$ cat config.mk
export PLATFORM = sky130hd
export DESIGN_NAME = decode_stage
export DESIGN_NICKNAME = d
export VERILOG_FILES = /design/src/rtl/decode_stage.sv
export SDC_FILE = /design/constraint.sdc
export NUM_CORES = 1
export LEC_CHECK = 0
export CELL_PAD_IN_SITES_DETAIL_PLACEMENT = 1
export CELL_PAD_IN_SITES_GLOBAL_PLACEMENT = 1
export CORE_MARGIN = 3
export CORE_UTILIZATION = 32
export DETAILED_ROUTE_END_ITERATION = 6
export PLACE_DENSITY_LB_ADDON = 0.1
export SLEW_MARGIN = 40
export SYNTH_ARGS = -nofsm -noshare
export SYNTH_HDL_FRONTEND = slang
export SYNTH_SLANG_ARGS = --single-unit
$ cat constraint.sdc
create_clock -name clk -period 8.47 [get_ports clk]
set_clock_uncertainty 0.05 [all_clocks]
set_input_delay 1.694 -clock clk [delete_from_list [all_inputs] [get_ports clk]]
set_output_delay 1.694 -clock clk [all_outputs]
set_load 0.005 [all_outputs]
$ cat src/rtl/decode_stage.sv
// decode_stage
// Instruction-decode stage of the five-stage RV32I pipeline. Holds the IF/ID
// pipeline register, drives the register-file read addresses, resolves source
// operands by forwarding from EX, MEM and WB, detects load-use hazards (one
// cycle stall) and latches the resolved instruction into the ID/EX register.
//
// Ports:
//   clk, rst                 clock, asynchronous active-high reset
//   if_valid/if_pc/if_inst   instruction presented by fetch
//   flush                    redirect from EX, kills IF/ID and ID/EX
//   stall                    load-use stall, fetch holds PC and if_*
//   rR1/rR2, rD1/rD2         register-file read address / data
//   ex_result                ALU result of the instruction in EX
//   mem_we/mem_rd/mem_wd     MEM-stage write-back info (forwarding source)
//   wb_we/wb_rd/wb_wd        WB-stage write-back info (forwarding source)
//   ex_*                     ID/EX pipeline register contents
module decode_stage (
    input  logic        clk,
    input  logic        rst,
    input  logic        if_valid,
    input  logic [31:0] if_pc,
    input  logic [31:0] if_inst,
    input  logic        flush,
    output logic        stall,
    output logic [4:0]  rR1,
    output logic [4:0]  rR2,
    input  logic [31:0] rD1,
    input  logic [31:0] rD2,
    input  logic [31:0] ex_result,
    input  logic        mem_we,
    input  logic [4:0]  mem_rd,
    input  logic [31:0] mem_wd,
    input  logic        wb_we,
    input  logic [4:0]  wb_rd,
    input  logic [31:0] wb_wd,
    output logic        ex_valid,
    output logic [31:0] ex_pc,
    output logic [31:0] ex_inst,
    output logic [31:0] ex_rs1_val,
    output logic [31:0] ex_rs2_val,
    output logic [4:0]  ex_rd,
    output logic        ex_rf_we,
    output logic        ex_is_load
);

    localparam logic [6:0] OPC_OP     = 7'b0110011;
    localparam logic [6:0] OPC_OP_IMM = 7'b0010011;
    localparam logic [6:0] OPC_LOAD   = 7'b0000011;
    localparam logic [6:0] OPC_STORE  = 7'b0100011;
    localparam logic [6:0] OPC_BRANCH = 7'b1100011;
    localparam logic [6:0] OPC_JALR   = 7'b1100111;
    localparam logic [6:0] OPC_JAL    = 7'b1101111;
    localparam logic [6:0] OPC_LUI    = 7'b0110111;
    localparam logic [6:0] OPC_AUIPC  = 7'b0010111;

    // IF/ID register
    logic        id_valid_q, id_valid_d;
    logic [31:0] id_pc_q, id_pc_d;
    logic [31:0] id_inst_q, id_inst_d;

    // ID/EX register
    logic        ex_valid_q, ex_valid_d;
    logic [31:0] ex_pc_q, ex_pc_d;
    logic [31:0] ex_inst_q, ex_inst_d;
    logic [31:0] ex_rs1_val_q, ex_rs1_val_d;
    logic [31:0] ex_rs2_val_q, ex_rs2_val_d;
    logic [4:0]  ex_rd_q, ex_rd_d;
    logic        ex_rf_we_q, ex_rf_we_d;
    logic        ex_is_load_q, ex_is_load_d;

    logic        uses_rs1_s, uses_rs2_s, writes_rd_s, is_load_s;
    logic [4:0]  rs1_s, rs2_s, rd_s;
    logic        ex_fwd_ok_s;
    logic [31:0] rs1_val_s, rs2_val_s;
    logic        stall_s;

    // Priority forwarding: x0, then EX (non-load), then MEM, then WB, then RF.
    // WB must be forwarded because the register file only commits at the edge.
    function automatic logic [31:0] resolve_operand(
        input logic [4:0]  rs,
        input logic [31:0] rf_val,
        input logic        ex_ok,
        input logic [4:0]  ex_dst,
        input logic [31:0] ex_val,
        input logic        m_we,
        input logic [4:0]  m_dst,
        input logic [31:0] m_val,
        input logic        w_we,
        input logic [4:0]  w_dst,
        input logic [31:0] w_val
    );
        logic [31:0] res;
        if (rs == 5'd0) begin
            res = 32'd0;
        end else if (ex_ok && (ex_dst == rs)) begin
            res = ex_val;
        end else if (m_we && (m_dst == rs)) begin
            res = m_val;
        end else if (w_we && (w_dst == rs)) begin
            res = w_val;
        end else begin
            res = rf_val;
        end
        return res;
    endfunction

    assign rs1_s = id_inst_q[19:15];
    assign rs2_s = id_inst_q[24:20];
    assign rd_s  = id_inst_q[11:7];

    // Opcode classification of the instruction held in IF/ID.
    always_comb begin
        uses_rs1_s  = 1'b0;
        uses_rs2_s  = 1'b0;
        writes_rd_s = 1'b0;
        is_load_s   = 1'b0;
        case (id_inst_q[6:0])
            OPC_OP:     begin uses_rs1_s = 1'b1; uses_rs2_s = 1'b1; writes_rd_s = 1'b1; end
            OPC_OP_IMM: begin uses_rs1_s = 1'b1; writes_rd_s = 1'b1; end
            OPC_LOAD:   begin uses_rs1_s = 1'b1; writes_rd_s = 1'b1; is_load_s = 1'b1; end
            OPC_STORE:  begin uses_rs1_s = 1'b1; uses_rs2_s = 1'b1; end
            OPC_BRANCH: begin uses_rs1_s = 1'b1; uses_rs2_s = 1'b1; end
            OPC_JALR:   begin uses_rs1_s = 1'b1; writes_rd_s = 1'b1; end
            OPC_JAL, OPC_LUI, OPC_AUIPC: begin writes_rd_s = 1'b1; end
            default:    begin uses_rs1_s = 1'b0; end
        endcase
    end

    // A load in EX cannot forward yet; it is the stall case instead.
    assign ex_fwd_ok_s = ex_valid_q & ex_rf_we_q & ~ex_is_load_q;

    // Operand resolution for both sources.
    always_comb begin
        rs1_val_s = resolve_operand(rs1_s, rD1, ex_fwd_ok_s, ex_rd_q, ex_result,
                                    mem_we, mem_rd, mem_wd, wb_we, wb_rd, wb_wd);
        rs2_val_s = resolve_operand(rs2_s, rD2, ex_fwd_ok_s, ex_rd_q, ex_result,
                                    mem_we, mem_rd, mem_wd, wb_we, wb_rd, wb_wd);
    end

    // Load-use hazard; suppressed while a flush kills the instruction anyway.
    always_comb begin
        if (flush) begin
            stall_s = 1'b0;
        end else begin
            stall_s = id_valid_q & ex_valid_q & ex_is_load_q & ex_rf_we_q &
                      ((uses_rs1_s & (rs1_s == ex_rd_q)) |
                       (uses_rs2_s & (rs2_s == ex_rd_q)));
        end
    end

    // Next-state of both pipeline registers: flush > stall > advance.
    always_comb begin
        id_valid_d   = id_valid_q;
        id_pc_d      = id_pc_q;
        id_inst_d    = id_inst_q;
        ex_valid_d   = 1'b0;
        ex_pc_d      = 32'd0;
        ex_inst_d    = 32'd0;
        ex_rs1_val_d = 32'd0;
        ex_rs2_val_d = 32'd0;
        ex_rd_d      = 5'd0;
        ex_rf_we_d   = 1'b0;
        ex_is_load_d = 1'b0;
        if (flush) begin
            id_valid_d = 1'b0;
        end else if (stall_s) begin
            // IF/ID holds, ID/EX takes the bubble set up by the defaults
            id_valid_d = id_valid_q;
        end else begin
            id_valid_d   = if_valid;
            id_pc_d      = if_pc;
            id_inst_d    = if_inst;
            ex_valid_d   = id_valid_q;
            ex_pc_d      = id_pc_q;
            ex_inst_d    = id_inst_q;
            ex_rs1_val_d = rs1_val_s;
            ex_rs2_val_d = rs2_val_s;
            ex_rd_d      = rd_s;
            ex_rf_we_d   = id_valid_q & writes_rd_s & (rd_s != 5'd0);
            ex_is_load_d = id_valid_q & is_load_s;
        end
    end

    // Pipeline register storage with asynchronous reset.
    always_ff @(posedge clk or posedge rst) begin
        if (rst) begin
            id_valid_q   <= 1'b0;
            id_pc_q      <= 32'd0;
            id_inst_q    <= 32'd0;
            ex_valid_q   <= 1'b0;
            ex_pc_q      <= 32'd0;
            ex_inst_q    <= 32'd0;
            ex_rs1_val_q <= 32'd0;
            ex_rs2_val_q <= 32'd0;
            ex_rd_q      <= 5'd0;
            ex_rf_we_q   <= 1'b0;
            ex_is_load_q <= 1'b0;
        end else begin
            id_valid_q   <= id_valid_d;
            id_pc_q      <= id_pc_d;
            id_inst_q    <= id_inst_d;
            ex_valid_q   <= ex_valid_d;
            ex_pc_q      <= ex_pc_d;
            ex_inst_q    <= ex_inst_d;
            ex_rs1_val_q <= ex_rs1_val_d;
            ex_rs2_val_q <= ex_rs2_val_d;
            ex_rd_q      <= ex_rd_d;
            ex_rf_we_q   <= ex_rf_we_d;
            ex_is_load_q <= ex_is_load_d;
        end
    end

    assign stall      = stall_s;
    assign rR1        = rs1_s;
    assign rR2        = rs2_s;
    assign ex_valid   = ex_valid_q;
    assign ex_pc      = ex_pc_q;
    assign ex_inst    = ex_inst_q;
    assign ex_rs1_val = ex_rs1_val_q;
    assign ex_rs2_val = ex_rs2_val_q;
    assign ex_rd      = ex_rd_q;
    assign ex_rf_we   = ex_rf_we_q;
    assign ex_is_load = ex_is_load_q;

endmodule

After elaboration in Yosys (flattened, before gate mapping)
Cells that the tools add are included.

storage, ports and cells
  bits of input ports = 240
  logic and storage cells = 88
  register bits after elaboration = 201

operators by class
  equality and inequality tests = 18
  bitwise logic cells = 15
  muxes and demuxes = 31
  reductions and logical operators = 13

operator list
  kind                number
  $mux 32             16
  $eq 5x5->1          8
  $eq 7x6->1 const B  3
  $eq 7x7->1 const B  3
  $eq 7x5->1 const B  2
  $mux 1              13
  $and 1x1->1         11
  $logic_not 5->1     2
  $mux 5              2
  $eq 7x2->1 const B  1
  $reduce_or 7->1     1
  $logic_and 1x1->1   6
  $reduce_or 6->1     1
  $reduce_bool 5->1   1
  $not 1->1           3
  $reduce_or 3->1     1
  $ne 2x2->1 const B  1
  $reduce_and 2->1    1
  $or 1x1->1          1

Logic depth before layout (Yosys ltp)
Gate-level depths: netlist (run 1).

  word-level depth = 9
  mapped depth = 9
  gate-level depth less buffers = 6

Worst setup path before layout (run 1)
No wires, ideal clock.

  path type = in2out
  start point = input flush
  end point = output stall
  buffers on the path = 0
  stages = 1
  path slack = 4.926 ns
  data arrival time = 1.800 ns
  path through = nor2_1

between the ends
  cells in the longest elaborated chain, start to end = 1

ends and longest elaborated chain
  what             line  source
  start, declared  23    input logic flush,
  $mux 1           142   if (flush) begin
  end, declared    24    output logic stall,

No other way between the ends.

Final worst setup path (run 1)
Same ends and word-level chain as after synthesis.

==> impl_results.md, run 1 <==
- Critical R2R Capture: id_pc_q[0]
- CP startpoint kind: primary input
- Power Density: 169.8 mW/mm^2
- Final Slew Violations: 0
- Layout area overhead: 53.82%
- Filler instances: 2854
- Count of cell types in the netlist: 34
- Vias in the first global route: roughly 8100
- RD Place Congestion: approximately 0.8
- Synth top area share: a little over half
- HPWL after DPL: approximately 24000 um
- Post-CTS Hold Fix Bufs: 0
- Worst Max-Slew Pin Slew: 0.7589 ns
- Vias: between 7000 and 8000
- Core ar.: 0.02725 sq mm
- Peak supply drop: 0.09962 mV
- Top cells by area, synth: dfrtp_1, mux2i_1, mux2_4
- EDFF count, synth: 0
- Clk buf depth: 2
- Critical Path Fanout Max: 7
- Ys Warns: 0
- Post-Synthesis Cell Area: 0.008947 sq mm
- Largest net degree at the start of global routing: 101
- Final WL: approximately 33000 um
- Cells after Synth: 740
- Post-synthesis register bit count: approximately 200
- Port Buf Inserts: roughly 390
- Pwr Total: around 2.3 mW
- Worst Hold Class: reg2reg
- WL/cell: between 20 and 25 um
- Hold wc startpoint: id_pc_q[0]
- Async SR Flop Fraction: 100.0%
- Max-Cap Viols: 0
- First-pass GRT wire length: between 50000 and 60000 um
- Unrepaired setup endpoints after global routing: no
- Crit-path most repeated cell: clkdlybuf4s50_1
- CP required: about 6.7 ns
- DR vias/cell: approximately 5
- CTS root buf: clkbuf_16
- Syn nets: a little under 1000
- Achievable Freq: ~0.21 GHz
- CP max stage cell: clkdlybuf4s50_1
- Worst Setup End Kind: output pin
- Register-to-register setup slack: 5.27 ns
- Hold Vio Cnt, Final: 0
- CTS clk-pin slew, worst paths: about 0.080 ns
- Status: completed
- Initial Utilization: 32.83%
- WP buf/inv: 2
- Antenna Nets Post-Route: 0
- H-tree levels: 4
- Starting DRT DRC Count: between 300 and 400
- Worst slew margin: slightly below 50%
- Reg2Reg Depth: 8
- Cell with the most instances after synthesis: dfrtp_1
- Register area: approximately 0.005 sq mm
- Final period util: approximately 56%
- Register area share after synthesis: between 50% and 60%
- CTS tree: done
- Leakage Power: ~5.5 nW
- # DRC: 0
- Multi-input combinational cell area: 0.003696 sq mm
- Data arrival, critical path: ~3.0 ns
- Final Util: just over 50%
- Initial antenna violation count: 10
- Min Clock Period, post-route: roughly 4.7 ns
- Worst R2R Start: id_inst_q[24]
- Hold Crit Depth: 1
- Top_reg_cell synth: dfrtp_1
- GRT overflow: 0
- WS Path Type: in2out
- Hold Path Sink: ex_pc[0]
- Number of primary I/O pins: ~390
- Critical Path, Cell by Cell: clkdlybuf4s50_1, nor2_1, clkdlybuf4s50_1
- Chip width: ~170 um
- Global router's overall resource usage: between 20% and 30%
- Setup TNS: 0 ns
- Dominant cell type by area after synthesis: dfrtp_1
- Setup Viol. Count Final: 0
- Postcts setup bufs: 0
- Die area: ~0.030 sq mm
- Post-CTS Resized: 0
- Layout cell share with drive strength beyond 1: 10.85%
- CP max stage delay: 0.57 ns
- # clock sinks: a little under 200
- Crit-path leading delay family: buffers and inverters
- # nets final: around 1300
- Die Y: between 150 and 200 um
- Skew-Pair Late Insertion Delay: roughly 0.44 ns
- Mapped Avg Cell Area: around 12 sq um
- Crit path launch: flush
- Row count: 60
- Drt pass-1 iters: 4
- CTS buffer count: 17
[area by class of cell]
type	count	share of cell area [%]
Multi-Input combinational cell	465	26.85
Tap cell	372	3.382
Inverter	2	0.1091
Antenna cell	6	0.1091
Timing Repair Buffer	402	29.35
Clock inverter	14	1.364
Clock buffer	18	3.191
Sequential cell	196	35.64
[routing by layer]
layer  track usage [%]  vias up  wire length, um  part of all wire (%)
met5                 0        -               54                  0.16
met4             6.959        8              799                   2.4
met3             6.088       46             2032                   6.1
met2             38.43      249            16920                    51
met1             26.76     3640            13540                    41
li1                  -     3318                -                     -
[registers in the layout, indices dropped and copies added, names as in the netlist]
register	cells
ex_pc	32
ex_rs1_val	32
ex_rs2_val	32
id_inst_q	32
id_pc_q	32
ex_inst	28
ex_rd	4
ex_is_load	1
ex_rf_we	1
ex_valid	1
id_valid_q	1
[power by group]
part           internal (mW)  switching (mW)
sequential              1.01          0.0464
clock                  0.416           0.439
combinational          0.272           0.154
total                   1.70           0.639
[cell usage in the layout, fill, tap and decap left out, types with 2 or more instances in the layout]
cell type and count:
or3_1 64, xnor2_1 14, a211oi_1 64, mux2_4 33, inv_6 4, mux2i_1 64
clkinv_8 6, a21oi_1 4, nor2b_1 2, nand2_1 7, nor4_1 4, mux2_2 30
buf_16 2, dfrtp_1 196, and2_1 64, o21ai_0 64, inv_12 2, buf_4 12
clkbuf_16 17, nand3_1 5, nor2_1 9, nor4_4 2, nor3_1 4, diode_2 6
a31oi_4 2, clkdlybuf4s50_1 386, and3_2 2, inv_8 3, xor2_1 16, nor4b_1 2
[worst max path at each step]
stage	to	slack, ns	depth (start not counted)
finish	stall	3.72	3
global route	stall	3.66	3
CTS	stall	3.71	3
detailed placement	stall	3.71	3
global placement	stall	3.81	3
floorplan	ex_inst[0]	1.39	1
[kinds of logic after synthesis]
kind of cell | synth area share, %
DFF | 54.82
AOI/OAI and AO/OA | 9.761
buffers and inverters | 4.657
muxes | 16.47
and+or+nand+nor | 11.36
xor gates and xnor gates | 2.937
[stage by stage]
step / hold slack, ns / setup slack [ns] / instance area [sq um] / std cells
2_1_floorplan: 0.3994 / 1.385 / 8947 / 740
3_3_place_gp: 0.4083 / 3.807 / 13050 / 1435
3_5_place_dp: 0.4156 / 3.714 / 13120 / 1437
4_1_cts: 0.4360 / 3.705 / 13750 / 1469
5_1_grt: 0.4465 / 3.664 / 13760 / 1473
6_report: 0.4313 / 3.724 / 13760 / 1475
No activity file was read; power rests on OpenSTA's default activity.
==> run 2: changes to the inputs <==
==> constraint.sdc (replaced) <==
create_clock -name clk -period 4.7 [get_ports clk]
set_clock_uncertainty 0.05 [all_clocks]
set_input_delay 0.94 -clock clk [delete_from_list [all_inputs] [get_ports clk]]
set_output_delay 0.94 -clock clk [all_outputs]
set_load 0.005 [all_outputs]
==> run 2 against run 1 <==
  * Count of clock-buffer cells in the layout unchanged
  * Final cell count increased by 0.75%
  * Highest routed layer unchanged
  * Flip-flop and latch count unchanged
  * Worst setup slack got worse by 2.6 ns
  * Via count increased by 1.1%
  * Die area unchanged
==> impl_results.md, run 2 (synthesis results as in run 1) <==
- Status: completed
- Post-CTS Hold Fix Bufs: 0 (unchanged)
- Critical Path Fanout Max: 7 (unchanged)
- Min Clock Period, post-route: 3.543 ns
- CTS buffer count: 17 (unchanged)
- Worst Setup End Kind: output pin
- Postcts setup bufs: 0 (unchanged)
- Reg2Reg Depth: 8 (unchanged)
- Setup Viol. Count Final: 0 (unchanged)
- CTS tree: done
- Most common cell after layout, fill and taps aside: clkdlybuf4s50_1
- Skew-Pair Late Insertion Delay: 0.44 ns (about the same)
- Max-Cap Viols: 0 (unchanged)
- Most frequent cells in the layout: clkdlybuf4s50_1, dfrtp_1
- GRT overflow: 0 (unchanged)
- Sw frac: 27.60% (+0.26 points)
- Final Instance Area: 0.01382 sq mm (+0.38%)
- Seq pwr share: 45.1% (about the same)
- Hold Path Sink: ex_inst[13]
- Placed inst area: 0.01316 sq mm (+0.29%)
- Setup TNS: 0 ns (unchanged)
- Vias in the first global route: 7958 (-2.0%)
- Layout cell share with drive strength beyond 1: 11.40% (+0.55 points)
- Layout area overhead: 54.41%
- CP required: 3.71 ns (-3.02 ns)
- Die Y: 173.2 um (unchanged)
- H-tree levels: 4 (unchanged)
- P_int: 3.052 mW (+80%)
- Min Hold Slack: 0.4188 ns (-0.01251 ns)
- Fin cells: 1486 (+0.75%)
- CP startpoint kind: flip-flop
- Final Slew Violations: 0 (unchanged)
- Chip width: 173.2 um (unchanged)
- Hold Crit Depth: 1 (unchanged)
- Unrepaired setup endpoints after global routing: no
- Critical R2R Capture: id_pc_q[2]
- Clk buf depth: 2 (unchanged)
- HPWL after DPL: 24400 um (+2.4%)
- Post-CTS Resized: 0 (unchanged)
- # nets final: 1332 (+0.60%)
- WL/cell: 22.75 um (+0.60%)
- Filler instances: 2857 (+0.11%)
- Vias: 7340 (+1.1%)
- Worst Hold Class: reg2reg
- Largest net degree at the start of global routing: 120 (+19%)
- Port Buf Inserts: 386 (unchanged)
- Leakage Power: 5.491 nW (+0.53%)
- Final WL: 33800 um (+1.3%)
- Worst slew margin: 49.47% (+0.061 points)
- Antenna Nets Post-Route: 0 (unchanged)
- CTS clk-pin slew, worst paths: 0.09 ns (about the same)
- Number of primary I/O pins: 387 (unchanged)
- Clock power frac: 36.5% (about the same)
- Data arrival, critical path: 2.55 ns (-0.45 ns)
- Hold wc startpoint: id_inst_q[13]
- Drt pass-1 iters: 4 (unchanged)
- Hold Vio Cnt, Final: 0 (unchanged)
- Core ar.: 0.02725 sq mm (unchanged)
- Worst Max-Slew Pin Slew: 0.7510 ns (-0.007837 ns)
- CTS root buf: clkbuf_16
- RD Place Congestion: 0.8133 (+0.42%)
- Multi-input combinational cell area: 0.003679 sq mm (-0.47%)
- Starting DRT DRC Count: 329 (+5.1%)
- Pre-CTS setup slack: 1.055 ns (-2.659 ns)
- Pwr Total: 4.216 mW (+80%)
- # clock sinks: 196 (unchanged)
- Final Util: 50.70% (+0.19 points)
- Post-route setup slack: 1.157 ns (-2.567 ns)
- P_sw: 1.164 mW (+82%)
- # DRC: 0 (unchanged)
- Final period util: approximately 75%
- Die area: 0.03000 sq mm (unchanged)
- Initial Utilization: 32.83% (unchanged)
- Global router's overall resource usage: 22.34% (+0.20 points)
- Worst R2R Start: id_inst_q[22]
- Row count: 60 (unchanged)
- Power Density: 305.2 mW/mm^2 (+80%)
- Peak supply drop: 0.1824 mV (+83%)
- Register-to-register setup slack: 1.80 ns (-3.47 ns)
- Gate power share: 18.4% (+0.2 points)
- Register area: 0.004905 sq mm (unchanged)
- Initial antenna violation count: 11 (+1)
- WS Path Type: reg2out
- DR vias/cell: 4.939 (+0.34%)
- Achievable Freq: 0.2823 GHz
- First-pass GRT wire length: 51120 um (-0.17%)
- Post-Place Cells: 1444 (+0.49%)
-- run 2: changes by cell type in the layout (fill, tap and decap cells not counted), sizes merged --
cell      previous run  this run
buf                 16        24
inv                 10         9
clkinvlp             0         1
diode                6         9
-- run 2: layout make-up --
| type | count | area share, % |
|---|---|---|
| Antenna cell | 9 | 0.1630 |
| Inverter | 2 | 0.08151 |
| Tap cell | 372 | 3.369 |
| Clock buffer | 18 | 3.106 |
| Timing Repair Buffer | 410 | 29.78 |
| Multi-Input combinational cell | 465 | 26.63 |
| Sequential cell | 196 | 35.50 |
| Clock inverter | 14 | 1.377 |
-- run 2: how the worst max path moves through the flow --
stage	depth (start not counted)	slack, ns	from	endpoint
global placement	7	1.16	wb_rd[0]	ex_rs2_val[18]
floorplan	1	1.18	rst	ex_inst[0]
detailed placement	7	1.06	wb_rd[0]	ex_rs2_val[16]
global route	6	0.89	id_inst_q[22]	stall
CTS	6	1.09	id_inst_q[22]	stall
finish	6	1.16	id_inst_q[22]	stall
-- run 2: critical path: stages (launching register included) --
cell	delay, ns
dfrtp_1	0.59
xnor2_1	0.17
nand3_1	0.16
a2111oi_1	0.37
o21ai_1	0.20
nor2_1	0.12
clkdlybuf4s50_1	0.51
-- run 2: per-layer routing --
layer	vias up	routed length (um)	track usage, %	part of all wire, %
met5	-	47	0	0.14
met1	3684	14040	28.22	42
met3	49	1989	5.519	5.9
li1	3326	-	-	-
met2	275	16830	36.96	50
met4	6	888	8.818	2.6
-- run 2: power groups by stage --
stage	clock (mW)	sequential, mW	combinational (mW)
5_1_grt	1.66	1.92	0.837
2_1_floorplan	0	1.91	0.304
3_5_place_dp	0	1.93	0.785
6_report	1.54	1.90	0.778
3_3_place_gp	0	1.93	0.774
4_1_cts	1.58	1.90	0.791
